==> src/rtl/ps2_pkg.sv <==
// Shared types and constants for the PS/2 keyboard receiver.
// The watchdog (enabled by PS2_RX_TIMEOUT_EN) sizes itself with ps2_timeout_cycles().
package ps2_pkg;

    typedef enum logic [1:0] {
        ST_IDLE   = 2'd0,
        ST_DATA   = 2'd1,
        ST_PARITY = 2'd2,
        ST_STOP   = 2'd3
    } ps2_state_e;

    localparam logic [7:0] PS2_EXT = 8'hE0;
    localparam logic [7:0] PS2_BRK = 8'hF0;

    function automatic int ps2_timeout_cycles(input int clk_freq_hz, input int timeout_us);
        longint cyc;
        cyc = (longint'(clk_freq_hz) * longint'(timeout_us)) / 64'd1000000;
        return int'(cyc);
    endfunction

endpackage

==> src/rtl/ps2_key_rx_filter.sv <==
// PS/2 pin conditioning: 2-FF synchronizers, clock deglitch window and falling-edge strobe.
// fall is high for one cycle, 2 + C_filter_len cycles after a stable raw falling edge.
module ps2_filter #(
    parameter int C_filter_len = 8
) (
    input  logic clk,
    input  logic reset_n,
    input  logic ps2clk,
    input  logic ps2data,
    output logic fall,
    output logic data_sync
);

    logic [1:0]              clk_sync_q, clk_sync_d;
    logic [1:0]              dat_sync_q, dat_sync_d;
    logic [C_filter_len-1:0] hist_q, hist_d;
    logic                    filt_q, filt_d;

    always_comb begin
        clk_sync_d = {clk_sync_q[0], ps2clk};
        dat_sync_d = {dat_sync_q[0], ps2data};
        hist_d     = {hist_q[C_filter_len-2:0], clk_sync_q[1]};
        filt_d     = filt_q;
        if (&hist_q)
            filt_d = 1'b1;
        else if (~|hist_q)
            filt_d = 1'b0;
    end

    // Lines idle high through the pull-ups, so reset everything to 1.
    always_ff @(posedge clk or negedge reset_n) begin
        if (!reset_n) begin
            clk_sync_q <= '1;
            dat_sync_q <= '1;
            hist_q     <= '1;
            filt_q     <= 1'b1;
        end else begin
            clk_sync_q <= clk_sync_d;
            dat_sync_q <= dat_sync_d;
            hist_q     <= hist_d;
            filt_q     <= filt_d;
        end
    end

    assign fall      = filt_q & ~|hist_q;
    assign data_sync = dat_sync_q[1];

endmodule

==> src/rtl/ps2_key_rx.sv <==
// PS/2 keyboard receiver: frame FSM, E0/F0 prefix folding and optional inter-edge watchdog.
// Define PS2_RX_TIMEOUT_EN to abort stalled frames after C_timeout_us.
module ps2_key_rx
    import ps2_pkg::*;
#(
    parameter int C_clk_freq_hz = 25000000,
    parameter int C_filter_len  = 8,
    parameter int C_timeout_us  = 200
) (
    input  logic       clk,
    input  logic       reset_n,
    input  logic       ps2clk,
    input  logic       ps2data,
    output logic       key_valid,
    output logic [7:0] key_code,
    output logic       key_released,
    output logic       key_extended,
    output logic       frame_err
);

    localparam int TO_CYC = ps2_timeout_cycles(C_clk_freq_hz, C_timeout_us);

    if (C_filter_len < 2 || C_filter_len > 16) begin : g_bad_filter
        $error("ps2_key_rx: C_filter_len out of range");
    end
    if (TO_CYC < 2) begin : g_bad_timeout
        $error("ps2_key_rx: timeout too short");
    end

    logic fall, data_sync;

    ps2_filter #(.C_filter_len(C_filter_len)) u_filter (
        .clk       (clk),
        .reset_n   (reset_n),
        .ps2clk    (ps2clk),
        .ps2data   (ps2data),
        .fall      (fall),
        .data_sync (data_sync)
    );

    ps2_state_e state_q, state_d;
    logic [2:0] cnt_q, cnt_d;
    logic [7:0] byte_q, byte_d;
    logic       par_q, par_d;
    logic       ext_q, ext_d;
    logic       rel_q, rel_d;
    logic [7:0] code_q, code_d;
    logic       kext_q, kext_d;
    logic       krel_q, krel_d;
    logic       valid_q, valid_d;
    logic       err_q, err_d;

`ifdef PS2_RX_TIMEOUT_EN
    localparam int TO_W = $clog2(TO_CYC + 1);
    logic [TO_W-1:0] to_q, to_d;
`endif

    always_comb begin
        state_d = state_q;
        cnt_d   = cnt_q;
        byte_d  = byte_q;
        par_d   = par_q;
        ext_d   = ext_q;
        rel_d   = rel_q;
        code_d  = code_q;
        kext_d  = kext_q;
        krel_d  = krel_q;
        valid_d = 1'b0;
        err_d   = 1'b0;

        if (fall) begin
            unique case (state_q)
                ST_IDLE: begin
                    if (!data_sync) begin
                        state_d = ST_DATA;
                        cnt_d   = 3'd0;
                    end
                end
                ST_DATA: begin
                    byte_d = {data_sync, byte_q[7:1]};
                    cnt_d  = cnt_q + 3'd1;
                    if (cnt_q == 3'd7)
                        state_d = ST_PARITY;
                end
                ST_PARITY: begin
                    par_d   = data_sync;
                    state_d = ST_STOP;
                end
                ST_STOP: begin
                    state_d = ST_IDLE;
                    if (data_sync && (^{byte_q, par_q})) begin
                        if (byte_q == PS2_EXT)
                            ext_d = 1'b1;
                        else if (byte_q == PS2_BRK)
                            rel_d = 1'b1;
                        else begin
                            code_d  = byte_q;
                            kext_d  = ext_q;
                            krel_d  = rel_q;
                            valid_d = 1'b1;
                            ext_d   = 1'b0;
                            rel_d   = 1'b0;
                        end
                    end else begin
                        err_d = 1'b1;
                        ext_d = 1'b0;
                        rel_d = 1'b0;
                    end
                end
                default: state_d = ST_IDLE;
            endcase
        end

`ifdef PS2_RX_TIMEOUT_EN
        // Down-counter reloads on every edge; expiry only possible when no fall this cycle.
        to_d = to_q;
        if (state_q == ST_IDLE || fall)
            to_d = TO_W'(TO_CYC - 1);
        else if (to_q == '0) begin
            state_d = ST_IDLE;
            err_d   = 1'b1;
            ext_d   = 1'b0;
            rel_d   = 1'b0;
        end else
            to_d = to_q - 1'b1;
`endif
    end

    always_ff @(posedge clk or negedge reset_n) begin
        if (!reset_n) begin
            state_q <= ST_IDLE;
            cnt_q   <= '0;
            byte_q  <= '0;
            par_q   <= 1'b0;
            ext_q   <= 1'b0;
            rel_q   <= 1'b0;
            code_q  <= '0;
            kext_q  <= 1'b0;
            krel_q  <= 1'b0;
            valid_q <= 1'b0;
            err_q   <= 1'b0;
        end else begin
            state_q <= state_d;
            cnt_q   <= cnt_d;
            byte_q  <= byte_d;
            par_q   <= par_d;
            ext_q   <= ext_d;
            rel_q   <= rel_d;
            code_q  <= code_d;
            kext_q  <= kext_d;
            krel_q  <= krel_d;
            valid_q <= valid_d;
            err_q   <= err_d;
        end
    end

`ifdef PS2_RX_TIMEOUT_EN
    always_ff @(posedge clk or negedge reset_n) begin
        if (!reset_n)
            to_q <= TO_W'(TO_CYC - 1);
        else
            to_q <= to_d;
    end
`endif

    assign key_valid    = valid_q;
    assign key_code     = code_q;
    assign key_released = krel_q;
    assign key_extended = kext_q;
    assign frame_err    = err_q;

endmodule

==> config.mk <==
export PLATFORM = sky130hd
export DESIGN_NAME = ps2_key_rx
export DESIGN_NICKNAME = d
export VERILOG_FILES = /design/src/rtl/ps2_pkg.sv /design/src/rtl/ps2_key_rx_filter.sv /design/src/rtl/ps2_key_rx.sv
export SDC_FILE = /design/constraint.sdc
export NUM_CORES = 1
export LEC_CHECK = 0
export CORE_MARGIN = 10
export CORE_UTILIZATION = 50
export DETAILED_ROUTE_END_ITERATION = 12
export PLACE_DENSITY = 0.83
export SYNTH_ARGS = -nofsm -noshare
export SYNTH_HDL_FRONTEND = slang
export SYNTH_SLANG_ARGS = --single-unit
==> constraint.sdc <==
create_clock -name clk -period 1.81 [get_ports clk]
set_input_delay 0.362 -clock clk [delete_from_list [all_inputs] [get_ports clk]]
set_output_delay 0.362 -clock clk [all_outputs]
set_load 0.1 [all_outputs]
Word level (Yosys, flattened, before mapping)
Index checks and enable logic that the tools add are counted.
{"block": "totals", "ff_bits": 41, "latchBits": 0, "ramBits": 0, "romBits": 0, "inputBits": 4, "wordCells": 65, "memories": 0}
{"block": "classes", "add_sub_neg": 1, "multipliers": 0, "n_div": 0, "magnitude_cmp": 0, "eq_ne": 11, "shifts": 0, "mux": 21, "bitwise": 3, "reduce_logical": 14}
{"cell": "8-bit equality test (second input constant)", "count": 2}
{"cell": "1-bit two-way mux", "count": 16}
{"cell": "3-bit AND reduction", "count": 4}
{"cell": "9-bit parity", "count": 1}
{"cell": "2-bit case mux with 4 select lines", "count": 1}
{"cell": "8-bit AND reduction", "count": 1}
{"cell": "8-bit OR reduction", "count": 1}
{"cell": "2-bit != test (second input constant)", "count": 3}
{"cell": "3-bit case mux with 2 select lines", "count": 1}
{"cell": "5-bit AND reduction", "count": 1}
{"cell": "2-bit equality test (second input constant)", "count": 2}
{"cell": "2-bit two-way mux", "count": 2}
{"cell": "2-bit AND reduction", "count": 2}
{"cell": "3-bit by 1-bit adder with 3-bit output (second input constant)", "count": 1}
{"cell": "3-bit equality test (second input constant)", "count": 1}
{"cell": "3-bit two-way mux", "count": 1}
{"cell": "3-bit != test (second input constant)", "count": 1}
{"cell": "2-bit by 1-bit equality test with 1-bit output (second input constant)", "count": 1}
{"cell": "2-bit logical NOT", "count": 1}
{"cell": "2-bit by 1-bit != test with 1-bit output (second input constant)", "count": 1}
{"cell": "1-bit NOT", "count": 2}
{"cell": "2-bit nonzero test", "count": 1}
{"cell": "1-bit AND", "count": 1}
{"cell": "1-bit logical AND", "count": 1}
{"cell": "1-bit logical NOT", "count": 1}

Depth between registers and ports, before layout
{"block": "depth", "word_depth": 6, "ltp_mapped": 7, "depth_no_buf": 6}

Modules after synthesis
Synthesis repeated with hierarchy kept, for this count alone.
{"block": "hier_totals", "cells_unflattened": 115, "area_unflattened_um2": 1720.4}
{"mod": "ps2_key_rx", "n_inst": 1, "cells_per_inst": 95, "area_per_inst_um2": 1322.5, "seq_area_each_um2": 700.7}
{"mod": "ps2_filter", "n_inst": 1, "cells_per_inst": 20, "area_per_inst_um2": 397.9, "seq_area_each_um2": 341.6}

Worst setup path before layout
No wires, ideal clock.
{"block": "synth_timing", "kind": "reg-to-reg", "start": "register byte_q[2]", "end": "register code_q[1], in the netlist key_code[1]", "setup_ps": 125, "arrival_ps": 1885, "t_required_ps": 1685, "path_slack_ps": -201, "stages_incl_launch_ff": 7, "path_buffers": 1, "synth_period_minus_slack_ps": 2011, "cell_sequence": "dfrtp_1 > xnor2_1 > xnor3_1 > xnor2_2 > nor3b_2 > buf_6 > mux2_2"}
{"block": "synth_via", "elab_chain_len": 3, "word_cells_on_any_way": 7, "cone_classes": "eq/ne (2); bitwise (2); reduce/logical (3)"}
{"element": "start, declared", "line": "ps2_key_rx.sv:43", "source": "logic [7:0] byte_q, byte_d;"}
{"element": "start signal, assigned", "line": "ps2_key_rx.sv:145", "source": "byte_q <= byte_d;"}
{"element": "8-bit equality test, or another cell as far along", "line": "ps2_key_rx.sv:94", "source": "else if (byte_q == PS2_BRK)"}
{"element": "1-bit NOT (no source line) / 1-bit logical AND (equally long branches)"}
{"element": "5-bit AND reduction (no source line) *"}
{"element": "end signal, assigned", "line": "ps2_key_rx.sv:149", "source": "code_q <= code_d;"}
{"element": "end, declared", "line": "ps2_key_rx.sv:47", "source": "logic [7:0] code_q, code_d;"}
Mark *: on every way between the ends. The rest lies on a longest branch, timed or not.
A chain may end at the register's enable or synchronous reset.

Final worst setup path
{"block": "layout_timing", "start": "register byte_q[3]", "end": "register code_q[2], in the netlist key_code[2]"}
The elaborated chain is that of the path after synthesis.

==> metrics <==
status finished with violations; violated checks negative setup slack; number of buffers created by CTS 5; ANT nets after route 0; Seq/Total Area, Yosys 0.628; fmax 0.496 GHz; leading area contributor after synthesis dfrtp_1; fraction of layout cells with a size suffix above 1 0.522; Startpoint Class flop; Final period util 1.11; Comb pwr share 0.025; Seq cells post-synth 41; Yosys cell types 28; DR WL/cell 16.2 µm; Overflow after GRT 0; Area Growth Syn to Fin 36.8%; Reg power frac 0.597; Final setup viols 10; row count 20; vias in the first global route 1085; CP Max Fanout 5; Die Wd 77.6 µm; first-pass GRT wire length 5270 µm; WP data required 2.05 ns; clock buffer depth 2; Clock Sinks between 40 and 50; Top Ports 16; drt pass-1 iters 4; cell count of the worst reg-to-reg path 6; Buffers on Ports 15; core area between 0.003 and 0.004 mm²; WL final 3290 µm; diode count 0; dpl hpwl roughly 2300 µm; Clock Skews 0.00754 ns; P_sw about 320 µW; Post-synth EDFFs 0; ys flop type dfrtp_1; CP Capture Type flop; Warnings, synthesis 0; power per cell area 710 mW/mm²; Worst Hold Class primary input to async pin; Peak VDD IR 0.513 mV; Finished Layout Cells 203; Post-Syn Area 0.00166 mm²; CP arrival between 2 and 2.5 ns; Crit Path Class flop to flop; vias per cell approximately 5.4; Hold Violations, Final 0; worst-margin pin slew 0.492 ns; end-of-flow core utilization 0.726; CTS H-tree depth 2; Mapped Avg Cell Area about 14 µm²; 1st-iter DRT viols slightly below 100; Net Count, Synth 128; max_cap viols 0; Nets 168; slew margin rel. 0.672; largest net degree at the start of global routing 42; post-layout min period 2.01 ns; FF-to-FF End key_code[2]; Initial Util 0.531; final worst setup slack -0.205 ns; dpl cells slightly below 200; DRC 0; synth top area cells dfrtp_1 (42%), dfstp_2 (21%), mux2_2 (12%); total global-route track usage 0.110; clock insertion delay at the later pin of the skew report between 0.3 and 0.4 ns; gp weighted congestion 0.800; RSZ-0062 raised after global routing true; vias around 1100; Yosys top cell area share 0.422; Leak 0.00107 µW; Clk pin slew, worst setup/hold paths ~0.11 ns; clock power share 0.377; crit path launch byte_q[3]; Switching Fraction 0.199; Die Ht 77.6 µm; fraction of registers with async set/reset 1.00; initial antenna violation count 0; internal power 1290 µW; RR Startpoint byte_q[3]; Die ar. between 0.006 and 0.007 mm²; worst reg2reg setup slack -0.20 ns; Gate Count Post-Synth 118; CTS tree done; CTS Root Cell clkbuf_4; hold_buf cts 0; Pins Over Slew Limit 0
==> area by class of cell <==
| cell class | count | area [µm²] |
|---|---|---|
| Clock buffer | 7 | 55.1 |
| Sequential cell | 41 | 1040 |
| Tap cell | 44 | 55.1 |
| Multi-Input combinational cell | 71 | 658 |
| Fill cell | 189 | 857 |
| Timing Repair Buffer | 35 | 415 |
| Clock inverter | 1 | 30.0 |
| Inverter | 4 | 15.0 |
==> worst max-delay path: stages, from the launching register on <==
cell,delay [ns]
dfrtp_1,0.41
xnor2_1,0.16
xnor3_1,0.45
xnor2_2,0.16
nor3b_4,0.22
buf_4,0.17
mux2_2,0.34
==> cells in the mapped netlist (2+ instances only) <==
cell type,count
nor2_1,5
nand2_1,9
inv_1,4
o21ai_0,3
dfstp_2,13
xnor2_1,4
ha_1,6
and3_1,2
dfrtp_1,28
nor4_1,3
a22o_1,2
a31oi_1,3
nand3_1,3
mux2_2,18
nand4_1,2
==> metrics by stage <==
stage | hold WS [ns] | area, µm² | worst slack (ns) | total power (µW) | TNS, ns
after floorplan | 0.0664 | 1660 | -0.170 | 976 | -1.36
after global placement | 0.345 | 2110 | -0.102 | 1010 | -0.860
after detailed placement | 0.347 | 2110 | -0.240 | 1010 | -2.73
after CTS | 0.0496 | 2220 | -0.194 | 1620 | -1.64
after global routing | 0.0641 | 2270 | -0.303 | 1670 | -2.70
final | 0.0527 | 2270 | -0.205 | 1610 | -1.68
==> logic make-up (layout without fill, tap and decap cells) <==
group,Yosys count,after routing,share of synthesized area
adders and majority gates,6,6,0.0452
xor gates and xnor gates,7,7,0.0497
muxes,18,18,0.122
and+or+nand+nor,28,28,0.0867
AOI/OAI and AO/OA,12,12,0.0497
DFF,41,41,0.628
buffers and inverters,6,47,0.0188
==> state kept, by name, indices dropped and copies added (netlist names) <==
| signal | count |
|---|---|
| key_code | 8 |
| frame_err | 1 |
| key_released | 1 |
| u_filter.dat_sync_q | 2 |
| state_q | 2 |
| ext_q | 1 |
| byte_q | 8 |
| u_filter.filt_q | 1 |
| u_filter.clk_sync_q | 2 |
| cnt_q | 3 |
| rel_q | 1 |
| u_filter.hist_q | 8 |
| key_valid | 1 |
| key_extended | 1 |
| par_q | 1 |
==> cell usage in the layout, fill, tap and decap left out, types with 4 or more instances in the layout <==
cell type | synthesis | final
dfrtp_1 | 28 | 28
buf_4 | 0 | 20
mux2_2 | 18 | 18
dfstp_2 | 13 | 13
buf_12 | 0 | 12
nand2_1 | 9 | 8
ha_1 | 6 | 6
clkbuf_4 | 0 | 5
inv_1 | 4 | 4
nor2_1 | 5 | 4
==> power by group through the flow <==
stage          Combinational, µW  Clock [µW]  Sequential, µW
6_report                    40.4         609             963
5_1_grt                     45.9         662             966
4_1_cts                     39.7         625             958
3_5_place_dp                38.7           0             973
3_3_place_gp                36.9           0             971
2_1_floorplan               5.61           0             970
==> layer usage <==
metal / vias to the layer above / global-route usage / routed length (µm)
met5: - / 0 / 0
li1: 497 / - / -
met4: 0 / 0.0493 / 83
met3: 8 / 0.0438 / 155
met1: 560 / 0.125 / 1350
met2: 24 / 0.179 / 1700
==> worst max path at each step <==
stage / end
after floorplan: key_code[1]
after global placement: key_code[1]
after detailed placement: key_code[4]
after CTS: key_extended
after global routing: key_code[1]
final: key_code[2]
==> timing repair <==
item	4_1_cts	5_1_grt
buffers inserted	0	1
gates resized for setup	6	7
endpoints found under the setup margin	19	18
pin swaps	2	0
Note: power is estimated with default switching activity, not from simulation.
